## config.mk

```make
export PLATFORM = sky130hd
export DESIGN_NAME = smg_scan_decoder
export DESIGN_NICKNAME = d
export VERILOG_FILES = /design/src/rtl/smg_pkg.sv /design/src/rtl/smg_seg_decode.sv /design/src/rtl/smg_scan_decoder.sv
export SDC_FILE = /design/constraint.sdc
export NUM_CORES = 1
export LEC_CHECK = 0
export ABC_AREA = 1
export CORE_MARGIN = 4
export CORE_UTILIZATION = 40
export CTS_CLUSTER_DIAMETER = 80
export DETAILED_ROUTE_END_ITERATION = 16
export SYNTH_ARGS = -nofsm -noshare
export SYNTH_HDL_FRONTEND = slang
export SYNTH_SLANG_ARGS = --single-unit
```

## constraint.sdc

```tcl
create_clock -name clk -period 2.7 [get_ports clk]
set_clock_uncertainty 0.05 [all_clocks]
set_input_delay 0.27 -clock clk [delete_from_list [all_inputs] [get_ports clk]]
set_output_delay 0.27 -clock clk [all_outputs]
set_load 0.02 [all_outputs]
```

## src/rtl/smg_pkg.sv

```systemverilog
// rtl/smg_pkg.sv - shared constants, state encoding and helpers for the seven-segment bus receiver
package smg_pkg;

  // Active-low segment codes with dp (bit 7) held high.
  localparam logic [7:0] N0 = 8'hC0;
  localparam logic [7:0] N1 = 8'hF9;
  localparam logic [7:0] N2 = 8'hA4;
  localparam logic [7:0] N3 = 8'hB0;
  localparam logic [7:0] N4 = 8'h99;
  localparam logic [7:0] N5 = 8'h92;
  localparam logic [7:0] N6 = 8'h82;
  localparam logic [7:0] N7 = 8'hF8;
  localparam logic [7:0] N8 = 8'h80;
  localparam logic [7:0] N9 = 8'h90;
  localparam logic [7:0] NA = 8'h88;
  localparam logic [7:0] NB = 8'h83;
  localparam logic [7:0] NC = 8'hC6;
  localparam logic [7:0] ND = 8'hA1;
  localparam logic [7:0] NE = 8'h86;
  localparam logic [7:0] NF = 8'h8E;

  localparam logic [1:0] CS_ONES = 2'b10;
  localparam logic [1:0] CS_TENS = 2'b01;
  localparam logic [1:0] CS_NONE = 2'b11;

  typedef enum logic [1:0] {
    ST_IDLE   = 2'd0,
    ST_SETTLE = 2'd1,
    ST_HELD   = 2'd2
  } smg_state_e;

  function automatic logic [6:0] dec_value(input logic [3:0] tens, input logic [3:0] ones);
    logic [6:0] t7;
    logic [6:0] o7;
    t7 = {3'b000, tens};
    o7 = {3'b000, ones};
    return (t7 << 3) + (t7 << 1) + o7;
  endfunction

endpackage

```

## src/rtl/smg_seg_decode.sv

```systemverilog
// rtl/smg_seg_decode.sv - combinational active-low segment pattern to hex nibble decoder
module smg_seg_decode
  import smg_pkg::*;
(
  input  logic [7:0] dx_i,
  output logic [3:0] nibble_o,
  output logic       hit_o
);

  logic [7:0] code;

  // The decimal point carries no digit information, so it is forced off.
  assign code = dx_i | 8'h80;

  always_comb begin
    nibble_o = 4'h0;
    hit_o    = 1'b1;
    case (code)
      N0: nibble_o = 4'h0;
      N1: nibble_o = 4'h1;
      N2: nibble_o = 4'h2;
      N3: nibble_o = 4'h3;
      N4: nibble_o = 4'h4;
      N5: nibble_o = 4'h5;
      N6: nibble_o = 4'h6;
      N7: nibble_o = 4'h7;
      N8: nibble_o = 4'h8;
      N9: nibble_o = 4'h9;
      NA: nibble_o = 4'hA;
      NB: nibble_o = 4'hB;
      NC: nibble_o = 4'hC;
      ND: nibble_o = 4'hD;
      NE: nibble_o = 4'hE;
      NF: nibble_o = 4'hF;
      default: hit_o = 1'b0;
    endcase
  end

endmodule

```

## src/rtl/smg_scan_decoder.sv

```systemverilog
// rtl/smg_scan_decoder.sv - passive 2-digit multiplexed seven-segment bus receiver and frame assembler
module smg_scan_decoder
  import smg_pkg::*;
#(
  parameter logic [15:0] SETTLE  = 16'd1000,
  parameter logic [25:0] TIMEOUT = 26'd5_000_000
) (
  input  logic       clk,
  input  logic       rst_n,
  input  logic [1:0] cs_in,
  input  logic [7:0] dx_in,
  output logic [7:0] hex_out,
  output logic [6:0] dec_out,
  output logic       dec_ok,
  output logic       frame_valid,
  output logic       frame_chg,
  output logic       seg_err,
  output logic       stale
);

  logic [1:0]  cs_m_q, cs_s_q;
  logic [7:0]  dx_m_q, dx_s_q;

  smg_state_e  state_q, state_d;
  logic [15:0] settle_cnt_q, settle_cnt_d;
  logic [1:0]  cs_cur_q, cs_cur_d;
  logic        capture;

  logic [3:0]  ones_q, ones_d, tens_q, tens_d;
  logic        got_one_q, got_one_d, got_ten_q, got_ten_d;
  logic        frame_pend_q, frame_pend_d;
  logic        seg_err_q, seg_err_d;
  logic [25:0] timeout_cnt_q, timeout_cnt_d;
  logic        stale_q, stale_d;

  logic [7:0]  hex_q;
  logic [6:0]  dec_q;
  logic        dec_ok_q, frame_valid_q, frame_chg_q;

  logic [3:0]  dec_nib;
  logic        dec_hit;
  logic [7:0]  new_hex;
  logic        new_ok;

  always_ff @(posedge clk or negedge rst_n) begin
    if (!rst_n) begin
      cs_m_q <= CS_NONE;
      cs_s_q <= CS_NONE;
      dx_m_q <= 8'hFF;
      dx_s_q <= 8'hFF;
    end else begin
      cs_m_q <= cs_in;
      cs_s_q <= cs_m_q;
      dx_m_q <= dx_in;
      dx_s_q <= dx_m_q;
    end
  end

  smg_seg_decode u_seg_decode (
    .dx_i     (dx_s_q),
    .nibble_o (dec_nib),
    .hit_o    (dec_hit)
  );

  always_ff @(posedge clk or negedge rst_n) begin
    if (!rst_n) begin
      state_q      <= ST_IDLE;
      settle_cnt_q <= 16'd0;
      cs_cur_q     <= CS_NONE;
    end else begin
      state_q      <= state_d;
      settle_cnt_q <= settle_cnt_d;
      cs_cur_q     <= cs_cur_d;
    end
  end

  // One capture per dwell: only the SETTLE -> HELD transition samples dx.
  always_comb begin
    state_d      = state_q;
    settle_cnt_d = settle_cnt_q;
    cs_cur_d     = cs_cur_q;
    capture      = 1'b0;
    case (state_q)
      ST_IDLE: begin
        if (cs_s_q == CS_ONES || cs_s_q == CS_TENS) begin
          state_d      = ST_SETTLE;
          settle_cnt_d = 16'd1;
          cs_cur_d     = cs_s_q;
        end
      end
      ST_SETTLE: begin
        if (cs_s_q != cs_cur_q) begin
          state_d = ST_IDLE;
        end else if (settle_cnt_q == SETTLE) begin
          capture = 1'b1;
          state_d = ST_HELD;
        end else begin
          settle_cnt_d = settle_cnt_q + 16'd1;
        end
      end
      ST_HELD: begin
        if (cs_s_q != cs_cur_q) state_d = ST_IDLE;
      end
      default: state_d = ST_IDLE;
    endcase
  end

  always_comb begin
    ones_d        = ones_q;
    tens_d        = tens_q;
    got_one_d     = got_one_q;
    got_ten_d     = got_ten_q;
    seg_err_d     = seg_err_q;
    timeout_cnt_d = timeout_cnt_q;
    stale_d       = stale_q;
    frame_pend_d  = 1'b0;
    if (frame_pend_q) begin
      got_one_d = 1'b0;
      got_ten_d = 1'b0;
    end
    // A capture overrides the timeout path entirely, including its flag clearing.
    if (capture) begin
      timeout_cnt_d = 26'd0;
      stale_d       = 1'b0;
      if (dec_hit) begin
        if (cs_cur_q == CS_ONES) begin
          ones_d    = dec_nib;
          got_one_d = 1'b1;
        end else begin
          tens_d    = dec_nib;
          got_ten_d = 1'b1;
        end
        frame_pend_d = got_one_d & got_ten_d;
      end else begin
        seg_err_d = 1'b1;
        got_one_d = 1'b0;
        got_ten_d = 1'b0;
      end
    end else if (timeout_cnt_q != TIMEOUT) begin
      timeout_cnt_d = timeout_cnt_q + 26'd1;
      if (timeout_cnt_d == TIMEOUT) begin
        stale_d   = 1'b1;
        got_one_d = 1'b0;
        got_ten_d = 1'b0;
      end
    end
  end

  assign new_hex = {tens_q, ones_q};
  assign new_ok  = (tens_q <= 4'd9) && (ones_q <= 4'd9);

  always_ff @(posedge clk or negedge rst_n) begin
    if (!rst_n) begin
      ones_q        <= 4'h0;
      tens_q        <= 4'h0;
      got_one_q     <= 1'b0;
      got_ten_q     <= 1'b0;
      frame_pend_q  <= 1'b0;
      seg_err_q     <= 1'b0;
      timeout_cnt_q <= 26'd0;
      stale_q       <= 1'b0;
      hex_q         <= 8'h00;
      dec_q         <= 7'd0;
      dec_ok_q      <= 1'b0;
      frame_valid_q <= 1'b0;
      frame_chg_q   <= 1'b0;
    end else begin
      ones_q        <= ones_d;
      tens_q        <= tens_d;
      got_one_q     <= got_one_d;
      got_ten_q     <= got_ten_d;
      frame_pend_q  <= frame_pend_d;
      seg_err_q     <= seg_err_d;
      timeout_cnt_q <= timeout_cnt_d;
      stale_q       <= stale_d;
      frame_valid_q <= frame_pend_q;
      frame_chg_q   <= frame_pend_q && (new_hex != hex_q);
      if (frame_pend_q) begin
        hex_q    <= new_hex;
        dec_ok_q <= new_ok;
        dec_q    <= new_ok ? dec_value(tens_q, ones_q) : 7'd0;
      end
    end
  end

  assign hex_out     = hex_q;
  assign dec_out     = dec_q;
  assign dec_ok      = dec_ok_q;
  assign frame_valid = frame_valid_q;
  assign frame_chg   = frame_chg_q;
  assign seg_err     = seg_err_q;
  assign stale       = stale_q;

endmodule

```

==> impl_results.md <==
- Adder-cell share of the synthesized area: roughly 3.6%
- RSZ-0062 raised after global routing: no
- P&R area growth vs syn: 16.2%
- Die area: 15000 um^2
- Syn avg cell area: between 7 and 8 um^2
- Vias in the first global route: 4257
- WS Path Type: reg -> reg
- Root buf cell: clkbuf_16
- Vias per Instance: 4.85
- Initial Util: between 40% and 50%
- Vias: around 4300
- Number of synthesized flops with an enable pin: 0
- Row count: just over 40
- Met3 wire length: between 300 and 400 um
- Psw: 0.854 mW
- Initial antenna violation count: 0
- # diodes: 0
- First-pass GRT wire length: between 15 and 20 mm
- Multiplexer area fraction after synthesis: 0%
- Io pins: 32
- Worst EP required: 2.91 ns
- CTS tree: done
- Total Wirelength: around 11 mm
- Share of cells above drive strength 1: under 10%
- Post-DP Area: 5790 um^2
- Setup crit start kind: register
- Pins over their slew limit: 0
- Simple-gate share of the synthesized area: between 30% and 40%
- TNS Setup: 0 ns
- Fmax: between 400 and 500 MHz
- TritonCTS buffer count: 9
- Sw frac: a little over a quarter
- GRT overflow: 0
- Final core utilization: about 48%
- Clock transition at path regs: about 0.070 ns
- DR top layer: met4
- Post-layout min period: around 2.2 ns
- DR pass1 iterations: 5
- CP dominant cell by count: fa_1
- Tightest Pin Transition: 0.397 ns
- 1st-iter DRT viols: around 250
- FF+latch count, synth: 95
- Clock Sinks: 95
- Comb pwr share: between 10% and 20%
- Final HPWL DP: around 8.3 mm
- Status: finished clean
- Metal2 WL: 5.22 mm
- CP delay by family, top: adder cells
- Pleak: around 2.8 nW
- Post-Synthesis Cells: 670
- Register share of total power: roughly half
- Number of max-cap violations: 0
- # H-tree levels: 3
- Largest family of logic cells by synthesized area: simple AND/OR/NAND/NOR gates
- CP Max Fanout: 5
- YS warnings: 0
- # nets final: between 700 and 800
- Die span in y: around 120 um
- Critical Path Max Stage Delay: roughly 0.6 ns
- DR WL/cell: around 12 um
- Min-Delay Path Class: in -> reg
- Post-synth ARST share: between 90% and 100%
- Final setup fails: 0
- Final Cell Area: 6070 um^2
- Max rail drop VDD: between 400 and 500 uV
- Pin count of the biggest net entering global routing: 70
- Postcts setup bufs: 0
- Syn Nets: 696
- Netlist area before placement: 5220 um^2
- Met1 WL: around 5.5 mm
- Clock power share: 38.4%
- Slowest-stage cell, CP: fa_1
- Synth Area in Compound Gates: 7.52%
- Slew headroom: between 70 and 80%
- Worst-skew pair later-pin latency: 0.35 ns
- RePlAce Congestion: around 0.9
- Pwr per Cell Area: 512 nW/um^2
- GRT Overall Usage: roughly 16%
- CP arrival: 2.40 ns
- Synth Flop Type: dfrtp_1
- Worst Min Path Start: dx_in[0]
- Count of final hold-check violations: 0
- Synth unique cells: between 40 and 50
- Worst R2R Start: ones_q[3]
- Worst path bufs/invs: 1
- Worst setup path startpoint: ones_q[3]
- DIE WIDTH: 122 um
- Seq/Total Area, Yosys: between 40% and 50%
- Worst-case clock buffer depth: 2
- Core area: roughly 13000 um^2
- XOR/XNOR share of the synthesized area: under 10%
- Port buffer count: 30
- Tcrit/Tclk final: roughly four fifths
- CP cell instances: fa_1 > inv_1 > fa_1 > nor2_1 > a211oi_1 > xor2_1 > o21ai_0
- DRC viols: 0
- P_int: ~2.3 mW
- Antenna viol nets, final: 0
- Crit. End Element: register
## area by class of cell
cell class                      instances  area [um^2]
Fill cell                            1312         6650
Multi-Input combinational cell        477         2450
Sequential cell                        95         2400
Timing Repair Buffer                   40          388
Inverter                               91          342
Clock buffer                           11          233
Tap cell                              172          215
Clock inverter                          5         38.8
## layout by cell type (no fill, tap or decap), types with 3 or more instances in the layout
master | Yosys | layout
xnor2_1 | 4 | 4
inv_4 | 0 | 3
nor4_1 | 5 | 5
o21ai_0 | 32 | 32
nand2_2 | 7 | 7
dfrtp_1 | 75 | 75
clkbuf_16 | 0 | 9
xor2_1 | 21 | 21
o31ai_1 | 5 | 5
dfstp_2 | 20 | 20
clkdlybuf4s50_1 | 0 | 29
nor2_2 | 4 | 4
nand3_2 | 3 | 3
buf_4 | 0 | 9
inv_1 | 89 | 89
nor2_1 | 94 | 94
nor2_4 | 5 | 5
nand3b_1 | 3 | 3
nand3_1 | 38 | 38
nor3_1 | 18 | 18
nand4_1 | 18 | 18
nand2_1 | 169 | 169
a21oi_1 | 16 | 16
ha_1 | 12 | 12
## through the flow
stage          power [mW]  worst slack [ns]  hold slack (ns)  cells
2_1_floorplan        1.80             0.674          -0.0756    670
3_3_place_gp         1.93             0.562            0.169    874
3_5_place_dp         1.94             0.504            0.170    874
4_1_cts              3.16             0.497            0.261    891
5_1_grt              3.28             0.297            0.254    891
6_report             3.11             0.509            0.274    891
## metal layers
metal | global-route usage (%) | vias to the layer above
met3 | 4.42 | 2
li1 | - | 2232
met1 | 21.6 | 2026
met4 | 3.22 | 0
met5 | 0 | -
met2 | 26.3 | 59
## kinds of logic (layout without fill, tap and decap cells)
family | Yosys count | count (layout)
simple gates | 370 | 370
buf+inv | 98 | 147
flops | 95 | 95
compound gates | 68 | 68
xor+xnor | 25 | 25
fa+ha+maj | 14 | 14
## registers in the layout, indices dropped and copies added, names as in the netlist, 4 cells and up
signal / flops
dx_m_q: 7
hex_out: 8
dec_out: 7
timeout_cnt_q: 26
dx_s_q: 7
settle_cnt_q: 16
tens_q: 4
ones_q: 4
## worst paths after layout
check	end	slack, ns	depth (start not counted)
max	dec_out[6]	0.51	7
min	dx_m_q[0]	0.27	1
max reg2reg	dec_out[6]	0.51	7
min reg2reg	dx_s_q[6]	0.31	0
max in group asynchronous	dx_s_q[4]	1.55	3
min in group asynchronous	timeout_cnt_q[11]	0.33	2
## cells in the mapped netlist, types with 4 or more instances
master    count  area, um^2
o21ai_0      32         160
xor2_1       21         184
xnor2_1       4        35.0
a21oi_1      16        80.1
nor3_1       18        90.1
nor2_2        4        25.0
nor2_1       94         353
nand2_2       7        43.8
ha_1         12         150
dfrtp_1      75        1880
o31ai_1       5        37.5
clkbuf_1      4        15.0
nor4_1        5        31.3
nand4_1      18         113
nand2_1     169         634
nor2_4        5        56.3
inv_1        89         334
dfstp_2      20         526
nand3_1      38         190
## power groups by stage
stage | Sequential, mW | Clock (mW) | Combinational, mW
after floorplan | 1.56 | 0 | 0.239
after CTS | 1.55 | 1.24 | 0.373
after global placement | 1.57 | 0 | 0.363
after detailed placement | 1.57 | 0 | 0.370
final | 1.55 | 1.19 | 0.367
after global routing | 1.56 | 1.30 | 0.423
## repair_timing
| item | 4_1_cts | 5_1_grt |
|---|---|---|
| gates resized for setup | 0 | 0 |
| hold buffers | 1 | 0 |
| endpoints found under the hold margin | 26 | 0 |
No activity file was read; power rests on OpenSTA's default activity.
